===== config.mk =====
export PLATFORM = sky130hd
export DESIGN_NAME = scroll_sched
export DESIGN_NICKNAME = d
export VERILOG_FILES = /design/src/rtl/scroll_sched.sv
export SDC_FILE = /design/constraint.sdc
export NUM_CORES = 1
export LEC_CHECK = 0
export ABC_AREA = 1
export ABC_CLOCK_PERIOD_IN_PS = 3120
export BUFFER_PORTS_ARGS = -buffer_cell sky130_fd_sc_hd__clkbuf_2
export CAP_MARGIN = 20
export CORE_MARGIN = 3
export CORE_UTILIZATION = 30
export DETAILED_ROUTE_END_ITERATION = 7
export GPL_TIMING_DRIVEN = 0
export PLACE_DENSITY_LB_ADDON = 0.12
export SYNTH_ARGS = -nofsm -noshare
export SYNTH_HDL_FRONTEND = slang
export SYNTH_SLANG_ARGS = --single-unit
export TNS_END_PERCENT = 50

===== constraint.sdc =====
create_clock -name clk -period 3.12 [get_ports clk]
set_input_delay 0.468 -clock clk [delete_from_list [all_inputs] [get_ports clk]]
set_output_delay 0.468 -clock clk [all_outputs]
set_load 0.01 [all_outputs]

===== src/rtl/scroll_sched.sv =====
// ============================================================================
// Module   : scroll_sched
// Purpose  : Frame-synchronised scroll scheduler. Advances the vertical line
//            offset only at blanking start. Optional macro: SCROLL_BOUNCE_EN.
// Revision : 1.0
// ============================================================================
`default_nettype none

module scroll_sched #(
  parameter int HEIGHT      = 240,
  parameter int VBLANK_LINE = 480,
  parameter int PERIOD_W    = 6
) (
  input  logic                clk,
  input  logic                rst,
  input  logic                en,
  input  logic                dir,
  input  logic [2:0]          step,
  input  logic [PERIOD_W-1:0] period,
  input  logic [9:0]          v_cnt,
  input  logic                cmd_valid,
  input  logic [7:0]          cmd_pos,
  output logic                cmd_ready,
  output logic [7:0]          pos,
  output logic                frame_tick,
  output logic                step_pulse
);

  localparam logic [8:0] C_HEIGHT = 9'(HEIGHT);
  localparam logic [7:0] C_TOP    = 8'(HEIGHT - 1);
  localparam logic [9:0] C_VBLANK = 10'(VBLANK_LINE);

  typedef enum logic [1:0] {
    S_IDLE = 2'd0,
    S_RUN  = 2'd1,
    S_PEND = 2'd2
  } state_t;

  state_t                state_q, state_d;
  logic [9:0]            v_prev_q;
  logic [7:0]            pos_q, pos_d;
  logic [7:0]            load_q, load_d;
  logic [PERIOD_W-1:0]   fcnt_q, fcnt_d;
  logic                  frame_tick_q;
  logic                  step_pulse_q, step_pulse_d;

  logic                  w_tick;
  logic                  w_handshake;
  logic                  w_dir;
  logic [8:0]            w_fwd;
  logic [7:0]            w_next;

`ifdef SCROLL_BOUNCE_EN
  logic                  dir_q, dir_d;
  logic                  w_flip;
  assign w_dir = dir_q;
`else
  assign w_dir = dir;
`endif

  assign w_tick      = (v_cnt == C_VBLANK) && (v_prev_q != C_VBLANK);
  assign cmd_ready   = (state_q != S_PEND);
  assign w_handshake = cmd_valid && cmd_ready;

  assign pos        = pos_q;
  assign frame_tick = frame_tick_q;
  assign step_pulse = step_pulse_q;

  // Candidate position for one step; the 9-bit sum catches the overflow.
  always_comb begin
    w_fwd  = {1'b0, pos_q} + {6'd0, step};
    w_next = pos_q;
`ifdef SCROLL_BOUNCE_EN
    w_flip = 1'b0;
`endif
    if (!w_dir) begin
      if (w_fwd >= C_HEIGHT) begin
`ifdef SCROLL_BOUNCE_EN
        w_next = C_TOP;
        w_flip = 1'b1;
`else
        w_next = 8'(w_fwd - C_HEIGHT);
`endif
      end else begin
        w_next = w_fwd[7:0];
      end
    end else if (pos_q < {5'd0, step}) begin
`ifdef SCROLL_BOUNCE_EN
      w_next = 8'd0;
      w_flip = 1'b1;
`else
      w_next = 8'({1'b0, pos_q} + C_HEIGHT - {6'd0, step});
`endif
    end else begin
      w_next = pos_q - {5'd0, step};
    end
  end

  always_comb begin
    state_d = state_q;
    pos_d   = pos_q;
    fcnt_d  = fcnt_q;
    load_d  = load_q;
`ifdef SCROLL_BOUNCE_EN
    dir_d   = dir_q;
`endif
    case (state_q)
      S_IDLE: begin
        fcnt_d = '0;
`ifdef SCROLL_BOUNCE_EN
        if (w_tick) dir_d = dir;
`endif
        if (w_handshake) begin
          state_d = S_PEND;
        end else if (en) begin
          state_d = S_RUN;
`ifdef SCROLL_BOUNCE_EN
          dir_d   = dir;
`endif
        end
      end
      S_RUN: begin
        if (!en) begin
          fcnt_d = '0;
        end else if (w_tick) begin
          if (fcnt_q == period) begin
            pos_d  = w_next;
            fcnt_d = '0;
`ifdef SCROLL_BOUNCE_EN
            if (w_flip) dir_d = ~dir_q;
`endif
          end else begin
            fcnt_d = fcnt_q + PERIOD_W'(1);
          end
        end
        // A same-cycle step still lands; the accepted load waits a frame.
        if (w_handshake)  state_d = S_PEND;
        else if (!en)     state_d = S_IDLE;
      end
      S_PEND: begin
        if (w_tick) begin
          pos_d   = load_q;
          fcnt_d  = '0;
          state_d = en ? S_RUN : S_IDLE;
        end
      end
      default: state_d = S_IDLE;
    endcase

    if (w_handshake) begin
      load_d = ({1'b0, cmd_pos} >= C_HEIGHT) ? C_TOP : cmd_pos;
    end
    step_pulse_d = (pos_d != pos_q);
  end

  always_ff @(posedge clk or negedge rst) begin
    if (!rst) begin
      state_q      <= S_IDLE;
      v_prev_q     <= '0;
      pos_q        <= '0;
      load_q       <= '0;
      fcnt_q       <= '0;
      frame_tick_q <= 1'b0;
      step_pulse_q <= 1'b0;
`ifdef SCROLL_BOUNCE_EN
      dir_q        <= 1'b0;
`endif
    end else begin
      state_q      <= state_d;
      v_prev_q     <= v_cnt;
      pos_q        <= pos_d;
      load_q       <= load_d;
      fcnt_q       <= fcnt_d;
      frame_tick_q <= w_tick;
      step_pulse_q <= step_pulse_d;
`ifdef SCROLL_BOUNCE_EN
      dir_q        <= dir_d;
`endif
    end
  end

endmodule

`default_nettype wire


==> results by group, run 1 <==
Clocking
  • Clock transition at the registers of the reported paths: 0.09 ns
  • Clock root cell: clkbuf_8
  • Clock latency on the worst-skew pair: 0.29 ns
  • Clock buffer depth: 2
  • CTS buffer count: 5
  • CTS tree: built
  • Hold-fix buffers, CTS: 0
  • Htree depth: 2
  • Sink Count: 36

Pwr
  • Sw frac: 51.25%
  • Flop pwr share: 22.1%
  • Leakage: 0.001817 uW
  • Comb power frac: 66.7%
  • Worst VDD drop: 0.3107 mV
  • Internal: 1594 uW
  • P_sw: 1675 uW
  • Clock power frac: 11.1%
  • Power Total: 3269 uW
  • PD cells: 936.0 nW/um2

Critical path
  • Crit path DAT: 3.01 ns
  • Max FO, Critical Path: 7
  • FF-to-FF Start: pos[2]
  • Crit path largest cell delay: 0.46 ns
  • CP max stage cell: dfrtp_2
  • CP Class: reg -> reg
  • CP Launch Type: flop
  • Worst r2r dst: step_pulse
  • CP endpoint kind: flop
  • R2r setup slk: 0.27 ns
  • Reg2Reg Depth: 21
  • Crit path to: step_pulse
  • CP required: 3.28 ns
  • Crit. Startpoint: pos[2]
  • CP most frequent cell: nand3_1
  • Crit-path cells: ha_1 -> buf_6 -> nand2_2 -> nand3_1 -> nand2_1 -> nand2_1 -> inv_1 -> ha_2 -> nand3_1 -> nor2_1 -> nand3_1 -> nand2_1 -> nand2_2 -> nand3_1 -> nand3_1 -> nand2_1 -> nand2_1 -> nand3_1 -> nand2_1 -> nor2_1 -> nand3_1

Timing
  • Max-slew headroom: 39.13%
  • Final period util: 91.42%
  • Final hold slack: 0.2882 ns
  • Finish-stage setup viols: 0
  • Fin. max-slew vios: 0
  • Worst Tran Pin Value: 0.9130 ns
  • Final hold violation count: 0
  • Highest clock rate: 0.3506 GHz
  • Min Tclk post-route: 2.852 ns
  • Clk_skew: 0.01517 ns

GRT
  • Antenna violations before repair: 0
  • Congestion Overflow GR: 0
  • Largest net degree at the start of global routing: 37
  • Total GRT Usage: 14.48%
  • Vias in the first global route: 2747
  • First-pass GRT wire length: 13230 um

Final layout
  • Share of layout cells above drive strength 1: 19.38%
  • Most frequent cells in the layout: nand2_1 (105), inv_1 (58), nand3_1 (56)
  • Layout area overhead: 17.07%
  • Commonest non-fill, non-tap cell in the layout: nand2_1
  • Ant diodes: 0
  • Final net count: 538
  • Fill count: 1071

Placed design
  • Post-DP HPWL: 6079 um
  • PortBufs: 42
  • GPL Wtd Cong: 0.8637

Synthesis
  • Top FF cell, synth: dfrtp_1
  • Seq cells post-synth: 36
  • Ys async rst share: 100.0%
  • Syn Area/Cell: 6.921 um2
  • Seq/Total Area, Yosys: 30.20%
  • Synth warnings: 0
  • Cell area after synthesis: 2983 um2
  • Post-synth EDFFs: 0
  • Post-Syn Nets: 485
  • Synth cell types: 37
  • Synthesized instance count: 431

Detailed routing
  • Via count: 2818
  • Starting DRT DRC Count: 144
  • Routed Antenna Nets: 0
  • # DRC: 0
  • First-pass DRT Iterations: 4
  • WL/cell: 12.43 um
  • Drt via density: 4.590
  • Final wirelength: 7630 um

Floorplanning
  • Die width: 105.7 um
  • Initial core utilization: 31.53%
  • Die Span Y: 105.7 um
  • Full die area: 11180 um2
  • Core Region: 9459 um2
  • Top Ports: 43
  • # rows: 35

Worst hold path
  • Worst hold path class: in -> async

Outcome
  • Status: complete, no violations

Run
  • MaxCap Viol Count: 0
[state kept, by name, summed over array words and instances (netlist names)]
| signal | count |
|---|---|
| state_q | 2 |
| pos | 8 |
| fcnt_q | 6 |
| frame_tick | 1 |
| v_prev_q | 10 |
| step_pulse | 1 |
| load_q | 8 |
[power groups by stage]
| stage | combinational, uW | sequential, uW | clock [uW] |
|---|---|---|---|
| detailed placement | 2110 | 744 | 0 |
| floorplan | 1610 | 725 | 0 |
| CTS | 2130 | 735 | 379 |
| finish | 2180 | 723 | 364 |
| global route | 2510 | 739 | 399 |
| global placement | 2120 | 738 | 0 |
[worst min-delay path by stage]
stage | start | to | slack [ns]
CTS | v_cnt[6] | v_prev_q[6] | 0.29
finish | rst | fcnt_q[4] | 0.29
floorplan | rst | fcnt_q[0] | 0.17
detailed placement | load_q[7] | load_q[7] | 0.47
global route | v_cnt[3] | v_prev_q[3] | 0.28
global placement | load_q[7] | load_q[7] | 0.46
[repair_timing]
item / CTS / global route
endpoints found under the setup margin: 0 / 2
gates resized for setup: 0 / 6
setup buffers: 0 / 4
[cells in the mapped netlist (all sizes together), types with 2 or more instances]
cell,number,share of area [%]
a21oi,16,2.9
a22oi,4,1.5
buf,6,2.0
clkbuf,3,0.38
clkinv,2,0.25
dfrtp,36,30
fa,4,2.7
ha,18,7.6
inv,67,8.5
nand2,115,15
nand3,58,10
nand4,9,1.9
nor2,43,6.0
nor3,8,1.5
nor3b,3,0.92
o21a,3,0.75
o21ai,20,3.4
xor2,8,2.3
[metrics by stage]
step	instances	setup TNS [ns]	cell area, um2	setup slack [ns]	util [%]
floorplan	431	0	2983	0.5189	-
detailed placement	602	0	3354	0.002176	35.46
CTS	610	0	3451	0.03756	36.48
finish	614	0	3492	0.2677	36.92
global route	614	-0.001340	3492	-0.001340	36.92
global placement	602	-0.01659	3354	-0.01659	35.46
[cells by family (layout without fill, tap and decap cells)]
kind of cell / after synthesis / after routing / share of synthesized area (%)
adders and majority gates: 22 / 22 / 10.24
xor gates and xnor gates: 9 / 9 / 2.643
AOI/OAI and AO/OA: 47 / 47 / 9.522
DFF: 36 / 36 / 30.20
and+or+nand+nor: 239 / 239 / 36.24
buffers and inverters: 78 / 132 / 11.16
[worst max-delay path: cells and delay by family, from the launching register on]
kind / cells / cell delay (ns)
flip-flops: 1 / 0.46
AND/OR/NAND/NOR: 17 / 1.45
buffers and inverters: 2 / 0.24
adder cells (fa/ha/maj): 2 / 0.56
[layout make-up]
| class | instances | area (um2) | area share (%) |
|---|---|---|---|
| Multi-Input combinational cell | 317 | 1757 | 50.30 |
| Sequential cell | 36 | 904.6 | 25.90 |
| Inverter | 69 | 261.5 | 7.488 |
| Timing Repair Buffer | 46 | 240.2 | 6.879 |
| Tap cell | 129 | 161.4 | 4.622 |
| Clock buffer | 6 | 82.58 | 2.365 |
| Buffer | 9 | 71.32 | 2.042 |
| Clock inverter | 2 | 13.76 | 0.3941 |
[metal layers]
layer / GRT usage [%] / share of wire [%]
met3: 1.715 / 2.8
met1: 19.68 / 49
met2: 24.32 / 47
met4: 3.885 / 1.4
met5: 0 / 0
No activity file was read; power rests on OpenSTA's default activity.
==> inputs of run 2 (changes only) <==
Settings changed: CORE_UTILIZATION 30 to 45.
==> run 2 against run 1 <==
  * Register-to-register slack better by 0.07 ns
  * Non-clock buffer count stayed put
  * Maximum frequency is 2.5% higher
  * Worst hold slack better by 0.0085 ns
  * Worst setup slack better by 0.070 ns
  * Flip-flop and latch count stayed put
  * Via count hardly changed
  * Final cell count is 8.5% lower
  * Clock power hardly changed
  * Utilization is 17 points higher
  * Count of clock-buffer cells in the layout stayed put
  * Clock skew is 0.012 ns lower
  * Largest power group unchanged
==> results by group, run 2 (synthesis gave the netlist of run 1 again) <==
Clocking
  • CTS tree: built (unchanged)
  • Hold-fix buffers, CTS: 0 (unchanged)
  • Clock buffer depth: 2 (unchanged)
  • CTS buffer count: 5 (unchanged)
  • Sink Count: 36 (unchanged)
  • Clock root cell: clkbuf_8 (unchanged)
  • Clock latency on the worst-skew pair: 0.29 ns (about the same)
  • Clock transition at the registers of the reported paths: 0.08 ns (was 0.09 ns)
  • Htree depth: 2 (unchanged)

Detailed routing
  • Via count: 2817 (was 2818)
  • Final wirelength: 7093 um (was 7630 um)
  • WL/cell: 12.62 um (was 12.43 um)
  • Drt via density: 5.012 (was 4.590)
  • Routed Antenna Nets: 0 (unchanged)
  • Starting DRT DRC Count: 165 (was 144)
  • First-pass DRT Iterations: 4 (unchanged)
  • # DRC: 0 (unchanged)

Final layout
  • Largest register by flop count: v_prev_q (unchanged)
  • Ant diodes: 0 (unchanged)
  • Share of layout cells above drive strength 1: 19.79% (was 19.38%)
  • Max FFs per register: 10 (unchanged)
  • Layout area overhead: 14.97% (was 17.07%)
  • Most frequent cells in the layout: nand2_1 (105), inv_1 (57), nand3_1 (56) (was nand2_1 (105), inv_1 (58), nand3_1 (56))
  • Final net count: 538 (unchanged)
  • Commonest non-fill, non-tap cell in the layout: nand2_1 (unchanged)
  • Utilization after layout: 53.70% (was 36.92%)

GRT
  • Antenna violations before repair: 0 (unchanged)
  • Largest net degree at the start of global routing: 37 (unchanged)
  • Congestion Overflow GR: 0 (unchanged)
  • Vias in the first global route: 2702 (was 2747)
  • First-pass GRT wire length: 12300 um (was 13230 um)
  • Total GRT Usage: 20.28% (was 14.48%)

Pwr
  • PD cells: 947.4 nW/um2 (was 936.0 nW/um2)
  • Leakage: 0.001813 uW (was 0.001817 uW)
  • Worst VDD drop: 0.4392 mV (was 0.3107 mV)

Timing
  • Finish-stage setup viols: 0 (unchanged)
  • Final WS setup: 0.3378 ns (was 0.2677 ns)
  • Clk_skew: 0.003123 ns (was 0.01517 ns)
  • Min Tclk post-route: 2.782 ns (was 2.852 ns)
  • Final hold slack: 0.2966 ns (was 0.2882 ns)
  • Final setup TNS: 0 ns (unchanged)
  • Final hold violation count: 0 (unchanged)
  • Max-slew headroom: 35.22% (was 39.13%)
  • Fin. max-slew vios: 0 (unchanged)
  • RSZ-0062 raised after global routing: false
  • Final period util: 89.17% (was 91.42%)
  • Worst Tran Pin Value: 0.9717 ns (was 0.9130 ns)
  • Highest clock rate: 0.3594 GHz (was 0.3506 GHz)

Critical path
  • CP required: 3.29 ns (was 3.28 ns)
  • Reg2Reg Depth: 20 (was 21)
  • CP endpoint kind: flop (unchanged)
  • CP Class: reg -> reg (unchanged)
  • Max FO, Critical Path: 7 (unchanged)
  • Crit path DAT: 2.96 ns (was 3.01 ns)
  • CP Launch Type: flop (unchanged)

Floorplanning
  • Full die area: 7641 um2 (was 11180 um2)
  • Top Ports: 43 (unchanged)
  • # rows: 29 (was 35)
  • Die Span Y: 87.42 um (was 105.7 um)
  • Initial core utilization: 46.71% (was 31.53%)
  • Core Region: 6386 um2 (was 9459 um2)
  • Die width: 87.42 um (was 105.7 um)

Run
  • MaxCap Viol Count: 0 (unchanged)

Placed design
  • Post-DP HPWL: 5537 um (was 6079 um)
  • GPL Wtd Cong: 0.9357 (was 0.8637)
  • PortBufs: 42 (unchanged)
  • Place WS: 0.02733 ns (was 0.002176 ns)

Outcome
  • Status: complete, no violations (unchanged)

Worst hold path
  • Worst hold path class: in -> reg (was in -> async)
  • WHS Path Cells: 1
==> run 2: cell counts in the layout (fill, tap and decap cells not counted) <==
Identical to the previous run, type by type.
==> run 2: what timing repair did <==
action / in CTS / in global routing
buffers inserted: 0 / 4
setup endpoints to repair: 0 / 1
hold endpoints to repair: 0 / 0
gates resized for setup: 0 / 8
==> run 2: path summary, 6_finish.rpt <==
path	startpoint	to	slack [ns]
max	pos[2]	step_pulse	0.34
min	v_cnt[8]	v_prev_q[8]	0.30
max reg2reg	pos[2]	step_pulse	0.34
min reg2reg	load_q[7]	load_q[7]	0.48
max in group asynchronous	rst	pos[1]	2.13
min in group asynchronous	rst	pos[5]	0.33
==> run 2: layer usage <==
metal,routed length [um],vias to the layer above,part of all wire (%),global-route usage [%]
met3,287,7,4.0,3.406
li1,-,1488,-,-
met5,0,-,0,0
met4,77,0,1.1,4.324
met1,3504,1274,49,28.45
met2,3223,48,45,32.74
==> run 2: report_power, final <==
part / internal, uW / switching (uW) / total, uW
logic: 819 / 1350 / 2170
clock network: 181 / 180 / 361
registers: 597 / 126 / 723
==> run 2: cell type report <==
class,instances,area [um2]
Fill cell,660,2957
Tap cell,77,96.34
Clock inverter,2,13.76
Clock buffer,6,82.58
Multi-Input combinational cell,317,1759
Inverter,69,261.5
Buffer,9,71.32
Timing Repair Buffer,46,240.2
Sequential cell,36,904.6
==> run 2: per-stage QoR <==
step                area (um2)  total power (uW)  cells
floorplan                 2983              2334    431
global placement          3289              2796    550
detailed placement        3289              2814    550
CTS                       3386              3201    558
global route              3430              3632    562
finish                    3430              3249    562
==> run 2: worst max-delay path, cell delays in order, from the launching register on <==
cell and delay [ns]:
dfrtp_2 0.47, ha_2 0.39, buf_6 0.15, nand2_2 0.10, nand4_1 0.14, nand2_1 0.06
inv_1 0.07, ha_2 0.21, nand3_1 0.08, nor2_1 0.11, nand3_1 0.09, nand2_1 0.09
nand2_2 0.08, nand3_1 0.07, nand3_1 0.07, nand2_1 0.13, nand2_1 0.09, nand3_1 0.07
nand2_1 0.05, nor2_1 0.08, nand3_1 0.07
==> inputs of run 3 (changes only) <==
Settings changed: ABC_AREA 1 to not set.
==> run 3 against run 2 <==
  * The flow now finishes with violations (setup timing)
  * Non-clock buffer count rose by 20
  * Total power down 10%
  * Sequential share of layout area down 1.8 points
  * Die area fell by 1.9%
  * Count of clock-buffer cells in the layout down 1
  * Worst hold slack lost 0.0075 ns
  * Flip-flop and latch count unchanged
  * Critical path type unchanged
  * Largest power group unchanged
==> results by group, run 3 <==
Outcome
  • Status: finished, violations left (was complete, no violations)
  • Failing checks: setup timing

Detailed routing
  • WL/cell: 17.29 um (was 12.62 um)
  • # DRC: 0 (unchanged)
  • Via count: 2986 (was 2817)
  • Starting DRT DRC Count: 204 (was 165)
  • First-pass DRT Iterations: 4 (unchanged)
  • Routed Antenna Nets: 0 (unchanged)
  • Drt via density: 6.119 (was 5.012)
  • Final wirelength: 8436 um (was 7093 um)

Timing
  • Worst Tran Pin Value: 1.024 ns (was 0.9717 ns)
  • RSZ-0062 raised after global routing: true (was false)
  • Final WS setup: -0.1110 ns (was 0.3378 ns)
  • Final period util: 103.6% (was 89.17%)
  • Max-slew headroom: 31.52% (was 35.22%)
  • Highest clock rate: 0.3095 GHz (was 0.3594 GHz)
  • Finish-stage setup viols: 1 (was 0)
  • Min Tclk post-route: 3.231 ns (was 2.782 ns)
  • Final hold violation count: 0 (unchanged)
  • Clk_skew: 0.009878 ns (was 0.003123 ns)
  • Final hold slack: 0.2892 ns (was 0.2966 ns)
  • Fin. max-slew vios: 0 (unchanged)

Synthesis
  • Cell area after synthesis: 2923 um2 (was 2983 um2)
  • Top cells by count, synth: nand2_1 (37), dfrtp_1 (36), o21ai_0 (30) (was nand2_1 (106), inv_1 (58), nand3_1 (56))
  • Syn Area/Cell: 8.472 um2 (was 6.921 um2)
  • Synthesized instance count: 345 (was 431)
  • Post-synthesis xor/xnor area fraction: 4.195% (was 2.643%)
  • Largest family of logic cells by synthesized area: compound AO/OA/AOI/OAI gates (was simple AND/OR/NAND/NOR gates)
  • Synth cell types: 65 (was 37)
  • Ys async rst share: 100.0% (unchanged)
  • Post-synth EDFFs: 0 (unchanged)
  • Synth warnings: 0 (unchanged)
  • Mux cell area share after synthesis: 3.296% (was 0%)
  • Seq cells post-synth: 36 (unchanged)
  • Post-Syn Nets: 399 (was 485)
  • Top post-synthesis cells by area: dfrtp_1 (31%), ha_1 (7.7%), o21ai_0 (5.1%) (was dfrtp_1 (30%), nand2_1 (13%), nand3_1 (9.4%))
  • Adder-Cell Fraction of Synth Area: 10.79% (was 10.23%)
  • Synth top area share: 30.82% (was 30.20%)
  • Leading area contributor after synthesis: dfrtp_1 (unchanged)
  • Top FF cell, synth: dfrtp_1 (unchanged)
  • Seq/Total Area, Yosys: 30.82% (was 30.20%)
  • Post-Synth Simple-Gate Area: 21.70% (was 36.24%)
  • Compound-Gate Fraction of Synth Area: 23.59% (was 9.522%)
  • Most common cell in the netlist: nand2_1 (unchanged)

Floorplanning
  • # rows: 28 (was 29)
  • Full die area: 7498 um2 (was 7641 um2)
  • Die width: 86.59 um (was 87.42 um)
  • Top Ports: 43 (unchanged)
  • Die Span Y: 86.59 um (was 87.42 um)
  • Core Region: 6096 um2 (was 6386 um2)
  • Initial core utilization: 47.95% (was 46.71%)

Critical path
  • CP Class: reg -> reg (unchanged)
  • CP Launch Type: flop (unchanged)
  • Crit path DAT: 3.45 ns (was 2.96 ns)
  • CP endpoint kind: flop (unchanged)
  • R2r setup slk: -0.11 ns (was 0.34 ns)
  • FF-to-FF Start: pos[0] (was pos[2])
  • Crit-path cells: ha_1 -> inv_1 -> fa_2 -> or3b_4 -> a32oi_4 -> inv_2 -> ha_4 -> nand4_1 -> o221ai_2 -> and4_1 -> o31a_1 -> mux2_2 -> o2111a_1 -> o21ai_2 (was ha_2 -> buf_6 -> nand2_2 -> nand4_1 -> nand2_1 -> inv_1 -> ha_2 -> nand3_1 -> nor2_1 -> nand3_1 -> nand2_1 -> nand2_2 -> nand3_1 -> nand3_1 -> nand2_1 -> nand2_1 -> nand3_1 -> nand2_1 -> nor2_1 -> nand3_1)
  • Crit. Startpoint: pos[0] (was pos[2])
  • Crit path largest cell delay: 0.41 ns (was 0.47 ns)
  • CP max stage cell: or3b_4 (was dfrtp_2)
  • Reg2Reg Depth: 14 (was 20)
  • Max FO, Critical Path: 3 (was 7)
  • CP required: 3.34 ns (was 3.29 ns)
  • Worst r2r dst: step_pulse (unchanged)

Final layout
  • Utilization after layout: 60.32% (was 53.70%)
  • Layout area overhead: 25.81% (was 14.97%)
  • Max FFs per register: 10 (unchanged)
  • Largest register by flop count: v_prev_q (unchanged)
  • Final net count: 466 (was 538)
  • Commonest non-fill, non-tap cell in the layout: clkbuf_2 (was nand2_1)
  • Most frequent cells in the layout: clkbuf_2 (43), nand2_1 (37), dfrtp_1 (33) (was nand2_1 (105), inv_1 (57), nand3_1 (56))
  • Share of layout cells above drive strength 1: 27.36% (was 19.79%)
  • Fin cells: 488 (was 562)
  • Ant diodes: 0 (unchanged)

Clocking
  • Clock transition at the registers of the reported paths: 0.08 ns (about the same)
  • Htree depth: 2 (unchanged)
  • CTS buffer count: 5 (unchanged)
  • CTS tree: built (unchanged)
  • Sink Count: 36 (unchanged)
  • Clock latency on the worst-skew pair: 0.29 ns (about the same)
  • Hold-fix buffers, CTS: 0 (unchanged)
  • Clock buffer depth: 2 (unchanged)
  • Clock root cell: clkbuf_8 (unchanged)

Placed design
  • Post-DP HPWL: 6229 um (was 5537 um)
  • GPL Wtd Cong: 0.9536 (was 0.9357)
  • PortBufs: 42 (unchanged)
  • Inst Count DP: 462 (was 550)

GRT
  • Antenna violations before repair: 0 (unchanged)
  • Vias in the first global route: 2900 (was 2702)
  • Total GRT Usage: 23.54% (was 20.28%)
  • First-pass GRT wire length: 14010 um (was 12300 um)
  • Largest net degree at the start of global routing: 37 (unchanged)
  • Congestion Overflow GR: 0 (unchanged)

Pwr
  • Sw frac: 45.99% (was 50.87%)
  • Internal: 1574 uW (was 1596 uW)
  • Leakage: 0.001543 uW (was 0.001813 uW)
  • Power Total: 2915 uW (was 3249 uW)
  • PD cells: 792.7 nW/um2 (was 947.4 nW/um2)
  • Worst VDD drop: 0.5157 mV (was 0.4392 mV)
  • Flop pwr share: 22.8% (was 22.3%)
  • P_sw: 1340 uW (was 1653 uW)
  • Comb power frac: 62.6% (was 66.6%)
  • Clock power frac: 14.6% (was 11.1%)

Worst hold path
  • Worst hold path class: in -> async (was in -> reg)

Run
  • MaxCap Viol Count: 0 (unchanged)
==> run 3: cell type report <==
class,instances,area (um2)
tap,75,93.84
clock inverter,3,46.29
clock buffer,5,68.82
buffer,14,70.07
multi-input combinational,266,2032
inverter,28,105.1
fill,573,2419
sequential,36,904.6
timing repair buffer,61,356.6
==> run 3: repair_timing <==
item	4_1_cts	5_1_grt
buffers inserted	16	3
setup endpoints to repair	4	10
pin swaps	9	13
gates resized for setup	20	16
==> run 3: power by group through the flow <==
stage	registers, uW	clock network (uW)	logic (uW)
after floorplan	660	0	1150
after global placement	678	0	1520
after detailed placement	681	0	1530
after CTS	663	435	1730
after global routing	680	461	2000
final	665	426	1820
==> run 3: critical path: cells and delay by family (launching register included) <==
kind            cells  cell delay, ns
mux                 1            0.27
compound gates      5            0.92
simple gates        3            0.75
buf+inv             2            0.13
fa+ha+maj           3            0.72
flops               1            0.38
==> run 3: how the worst max path moves through the flow <==
stage                            end  slack [ns]  cells past startpoint
final                     step_pulse       -0.11                     14
after global routing      step_pulse       -0.23                     14
after CTS                 step_pulse        -0.1                     14
after detailed placement  step_pulse       -0.64                     14
after global placement    step_pulse       -0.61                     14
after floorplan           step_pulse       -0.06                     14
==> run 3: stage by stage <==
step	instance area (um2)	setup WS [ns]	TNS [ns]
finish	3677	-0.1110	-0.1110
global route	3677	-0.2273	-0.2829
CTS	3602	-0.09503	-0.09503
detailed placement	3268	-0.6416	-1.909
global placement	3268	-0.6123	-1.756
floorplan	2964	-0.06385	-0.06385
==> run 3: metal layers <==
| metal | up-vias | share of wire, % | GRT usage (%) |
|---|---|---|---|
| li1 | 1409 | - | - |
| met1 | 1396 | 43 | 30.02 |
| met2 | 149 | 48 | 41.72 |
| met3 | 32 | 5.7 | 3.042 |
| met4 | 0 | 3.0 | 6.516 |
| met5 | - | 0 | 0 |
==> run 3: cell families after synthesis <==
group,after synthesis
and+or+nand+nor,119
xor gates and xnor gates,14
DFF,36
AOI/OAI and AO/OA,101
adders and majority gates,23
buffers and inverters,43
muxes,9
